File: config.mk
export PLATFORM = sky130hd
export DESIGN_NAME = pulse_train_generator
export DESIGN_NICKNAME = d
export VERILOG_FILES = /design/src/rtl/pulse_train_pkg.sv /design/src/rtl/rise_detect.sv /design/src/rtl/pulse_train_generator.sv
export SDC_FILE = /design/constraint.sdc
export NUM_CORES = 1
export LEC_CHECK = 0
export CORE_MARGIN = 8
export CORE_UTILIZATION = 55
export DETAILED_ROUTE_END_ITERATION = 8
export PLACE_DENSITY = 0.85
export RECOVER_POWER = 100
export SKIP_CTS_REPAIR_TIMING = 1
export SYNTH_ARGS = -nofsm -noshare
export SYNTH_HDL_FRONTEND = slang
export SYNTH_SLANG_ARGS = --single-unit
File: constraint.sdc
create_clock -name clk -period 2.9 [get_ports clk]
set_input_delay 0.58 -clock clk [delete_from_list [all_inputs] [get_ports clk]]
set_output_delay 0.58 -clock clk [all_outputs]
set_load 0.01 [all_outputs]
File: src/rtl/pulse_train_pkg.sv
// Shared constants for the pulse train generator: FSM state encoding and parameter defaults.
package pulse_train_pkg;

  localparam int PTG_CNT_W         = 8;
  localparam int PTG_DEFAULT_WIDTH = 3;

  localparam logic [1:0] ST_IDLE = 2'd0;
  localparam logic [1:0] ST_HIGH = 2'd1;
  localparam logic [1:0] ST_LOW  = 2'd2;

endpackage

File: src/rtl/rise_detect.sv
// Registered 0->1 detector: the history flop is registered, so the strobe is valid at the edge that samples the new 1.
module rise_detect (
  input  logic clk,
  input  logic reset,
  input  logic sig,
  output logic rise
);

  logic prev;

  // NOTE: the history clears asynchronously, so a level held high through reset reads as a fresh edge.
  always_ff @(posedge clk or posedge reset) begin
    if (reset) prev <= 1'b0;
    else       prev <= sig;
  end

  assign rise = sig & ~prev;

endmodule

File: src/rtl/pulse_train_generator.sv
// Pulse train generator: on a trigger rising edge emits count pulses of width cycles separated by gap cycles.
// Optional abort input is enabled by defining PULSE_TRAIN_ABORT_EN.
module pulse_train_generator
  import pulse_train_pkg::*;
#(
  parameter int CNT_W         = PTG_CNT_W,
  parameter int DEFAULT_WIDTH = PTG_DEFAULT_WIDTH
) (
  input  logic             clk,
  input  logic             reset,
  input  logic             trigger,
  input  logic [CNT_W-1:0] width,
  input  logic [CNT_W-1:0] gap,
  input  logic [CNT_W-1:0] count,
`ifdef PULSE_TRAIN_ABORT_EN
  input  logic             abort,
`endif
  output logic             pulse,
  output logic             busy,
  output logic             done
);

  localparam logic [CNT_W-1:0] ONE = CNT_W'(1);

  logic [1:0]       state;
  logic [CNT_W-1:0] w_lat, g_lat, rem, cnt;
  logic [CNT_W-1:0] w_eff, g_eff;
  logic             start;
  logic             abort_hit;

  rise_detect u_rise (
    .clk   (clk),
    .reset (reset),
    .sig   (trigger),
    .rise  (start)
  );

`ifdef PULSE_TRAIN_ABORT_EN
  assign abort_hit = abort;
`else
  assign abort_hit = 1'b0;
`endif

  // Zero gap is promoted to one so adjacent pulses always stay distinct.
  assign w_eff = (width == '0) ? CNT_W'(DEFAULT_WIDTH) : width;
  assign g_eff = (gap   == '0) ? ONE : gap;

  // cnt holds remaining cycles minus one in the current phase, so all-ones widths never wrap.
  // NOTE: every register here uses <= so all flops update from the same pre-edge values.
  always_ff @(posedge clk or posedge reset) begin
    if (reset) begin
      state <= ST_IDLE;
      pulse <= 1'b0;
      busy  <= 1'b0;
      done  <= 1'b0;
      w_lat <= '0;
      g_lat <= '0;
      rem   <= '0;
      cnt   <= '0;
    end else begin
      done <= 1'b0;
      if (abort_hit && state != ST_IDLE) begin
        state <= ST_IDLE;
        pulse <= 1'b0;
        busy  <= 1'b0;
        done  <= 1'b1;
        cnt   <= '0;
      end else begin
        case (state)
          ST_IDLE: begin
            if (start && count != '0) begin
              w_lat <= w_eff;
              g_lat <= g_eff;
              rem   <= count;
              cnt   <= w_eff - ONE;
              state <= ST_HIGH;
              pulse <= 1'b1;
              busy  <= 1'b1;
            end
          end
          ST_HIGH: begin
            if (cnt != '0) begin
              cnt <= cnt - ONE;
            end else if (rem == ONE) begin
              state <= ST_IDLE;
              pulse <= 1'b0;
              busy  <= 1'b0;
              done  <= 1'b1;
            end else begin
              rem   <= rem - ONE;
              cnt   <= g_lat - ONE;
              state <= ST_LOW;
              pulse <= 1'b0;
            end
          end
          ST_LOW: begin
            if (cnt != '0) begin
              cnt <= cnt - ONE;
            end else begin
              cnt   <= w_lat - ONE;
              state <= ST_HIGH;
              pulse <= 1'b1;
            end
          end
          default: begin
            state <= ST_IDLE;
            pulse <= 1'b0;
            busy  <= 1'b0;
          end
        endcase
      end
    end
  end

endmodule

==> impl_metrics.yaml <==
outcome:
  outcome: "finished clean"
placement:
  finalWeightedCongestion: 0.876
  place.detailed.hpwl_mm: 4.40
  placed_area_um2: 2950
  io_buffer_count: 29
yosys:
  post_synth_main_area_contributors: "sky130_fd_sc_hd__dfrtp_1 36%, sky130_fd_sc_hd__mux2_2 6.0%, sky130_fd_sc_hd__ha_1 5.3%"
  synth_area_um2: 2620
  synth_flop_cell: "sky130_fd_sc_hd__dfrtp_1"
  synth_enable_flop_cells: 0
  share_of_synthesized_area_occupied_by_flip_flops_and_latches: 0.364
  postSynthRegisterBits: 38
  asyncSetResetFlopFracSynth: 1.00
  synth_top_cell_by_area: "sky130_fd_sc_hd__dfrtp_1"
  yosys.area.top_type_share: 0.364
  number_of_instances_in_the_synthesized_netlist: 281
  syn-mean-instance-area_um2: 9.31
  synth_cell_type_count: 58
  yosys_warnings: 0
  mappedNetlistNets: 319
cts:
  clk_pin_slew_worst_paths_ns: 0.07
  cts_tree: "done"
  clock-sinks: 38
  h-tree-depth: 2
  cts_made_buffers: 5
  skew_pair_late_insertion_delay_ns: 0.29
  ctsRootBufferMaster: "sky130_fd_sc_hd__clkbuf_8"
  max-clock-path-buffers: 2
setup_path:
  cp_max_stage_cell: "sky130_fd_sc_hd__clkbuf_1"
  worst-path-max-fanout: 19
  cp_slowest_stage_delay_ns: 0.65
  worst-endpoint-arrival_ns: 2.72
  flop2flop_setup_slack_ns: 0.46
  crit_path_end_kind: "flop"
  r2r-end: "cnt[3]$_DFFE_PP0P_"
  ff2ff_path_depth: 7
  timing.rr.start: "cnt[0]$_DFFE_PP0P_"
  timing.critical_path.required_ns: 3.07
  worstPathCellList: "clkdlybuf4s50_1 > nor4_1 > a21oi_2 > nand2_1 > clkbuf_1 > mux2_2"
  crit_path_start_kind: "primary input"
  crit_type: "in2reg"
power:
  power.density_cell_area_nw_per_um2: 1030
  total_leakage_power_nw: 1.20
  ir_worst_vdd_mv: 0.463
routing:
  drt-total-wl_mm: 5.69
  route.antenna.remaining_nets: 0
  drt-initial-drc-count: 139
  post-route-drc-count: 0
  wl_per_cell_um: 15.5
  drt-vias-per-instance: 5.95
  drt_first_pass_iters: 5
  route.vias.total: 2182
global_routing:
  grt_start_max_net_pins: 39
  first_pass_grt_wire_length_mm: 9.58
  grt_antenna_before_repair: 0
  via_count_of_the_first_global_routing_pass: 2111
  grt_overflow_total: 0
  grt_util_all_layers: 0.162
layout:
  top_library_cells_by_usage_in_the_layout_fill_and_taps_aside: "38 x sky130_fd_sc_hd__dfrtp_1, 24 x sky130_fd_sc_hd__o21ai_0, 24 x sky130_fd_sc_hd__clkdlybuf4s50_1"
  fin_area_um2: 2980
  syn_to_final_growth_pct: 14.0
  layout.nets: 351
  mostFrequentLayoutCell: "sky130_fd_sc_hd__dfrtp_1"
  drive_gt1_frac: 0.115
  n_antenna_cell: 0
die:
  fp.coreArea_um2: 4660
  die_h_um: 85.0
  top_level_ports: 30
  effective_utilization_at_floorplan: 0.561
  floorplan.die_area_um2: 7220
  row_count: 25
  floorplan.die.width_um: 85.0
sta:
  timing.final.max_slew_violations: 0
  setup_viol: 0
  final_hold_viols: 0
  maxClockFrequency_ghz: 0.393
  grt_setup_unrepaired: "false"
  worst_hold_slack_ns: 0.479
  sum_of_negative_setup_slack_ns: 0
  worst_pin_slew_ns: 0.925
  worst_slew_margin_rel: 0.384
  skew_ns: 0.00657
  final_min_period_over_clock_period: 0.877
  finalWorstPathRequiredPeriod_ns: 2.54
worst_hold_path:
  timing.hold.worst_path_depth: 2
  min_path_type: "reg2reg"
  worstHoldEndpoint: "pulse$_DFFE_PP0P_"
  holdCritStartpoint: "pulse$_DFFE_PP0P_"
job:
  drv_cap: 0
[area by class of cell]
class,instances,area [um^2]
multi-input combinational,217,1510
clock inverter,1,7.51
fill,386,1680
clock buffer,6,72.6
tap,54,67.6
inverter,18,67.6
timing repair buffer,33,310
sequential,38,951
[metal layers]
layer | track usage | part of all wire
met5 | 0 | 0
met4 | 0.0696 | 0.021
met3 | 0.0376 | 0.046
met2 | 0.251 | 0.47
met1 | 0.210 | 0.46
[cells in the mapped netlist, types with 5 or more instances]
library cell,n
sky130_fd_sc_hd__dfrtp_1,38
sky130_fd_sc_hd__nor2_1,21
sky130_fd_sc_hd__nand2_1,19
sky130_fd_sc_hd__o21ai_0,19
sky130_fd_sc_hd__inv_1,18
sky130_fd_sc_hd__a21oi_1,16
sky130_fd_sc_hd__mux2_2,14
sky130_fd_sc_hd__ha_1,11
sky130_fd_sc_hd__nor3_1,11
sky130_fd_sc_hd__xnor2_1,10
sky130_fd_sc_hd__o21ai_1,8
sky130_fd_sc_hd__nand2b_1,6
sky130_fd_sc_hd__xor2_1,6
sky130_fd_sc_hd__a31oi_1,5
sky130_fd_sc_hd__nor4_1,5
sky130_fd_sc_hd__o22ai_1,5
[how the worst max path moves through the flow]
stage	from	end	slack [ns]	cells past startpoint
floorplan	count[6]	g_lat[1]$_DFFE_PP0P_	0.96	5
global placement	count[2]	cnt[3]$_DFFE_PP0P_	0.23	6
detailed placement	count[2]	cnt[3]$_DFFE_PP0P_	0.19	6
CTS	count[2]	cnt[3]$_DFFE_PP0P_	0.49	6
global route	count[2]	w_lat[7]$_DFFE_PP0P_	0.20	6
finish	count[2]	w_lat[5]$_DFFE_PP0P_	0.36	6
[power by group]
part | internal (mW) | leakage (nW) | switching (mW) | total [mW]
clock | 0.165 | 0.0373 | 0.180 | 0.345
combinational | 0.734 | 0.709 | 0.898 | 1.63
sequential | 0.793 | 0.452 | 0.298 | 1.09
total | 1.69 | 1.20 | 1.38 | 3.07
[per-stage QoR]
stage               instances  worst slack (ns)   util  power, mW
finish                    367             0.356  0.640       3.07
global route              367             0.197  0.640       3.33
CTS                       367             0.492  0.651       3.12
detailed placement        360             0.188  0.634       2.77
global placement          360             0.232  0.634       2.71
floorplan                 281             0.959      -       2.38
[worst max-delay path: cells and delay by family]
kind / cells / cell delay, ns
AO/OA/AOI/OAI: 1 / 0.13
buffers and inverters: 2 / 1.11
multiplexers: 1 / 0.41
AND/OR/NAND/NOR: 2 / 0.48
[registers in the layout, summed over array words and instances (netlist names)]
name         count
done             1
u_rise.prev      1
pulse            1
cnt              8
w_lat            8
rem              8
state            2
busy             1
g_lat            8
[logic make-up (layout without fill, tap and decap cells)]
group,after synthesis,in the layout,synth area share
xor+xnor,16,16,0.0536
flops,38,38,0.364
mux,17,17,0.0722
simple gates,94,94,0.211
compound gates,79,79,0.202
fa+ha+maj,11,11,0.0526
buf+inv,26,58,0.0450
Note: power is estimated with default switching activity, not from simulation.
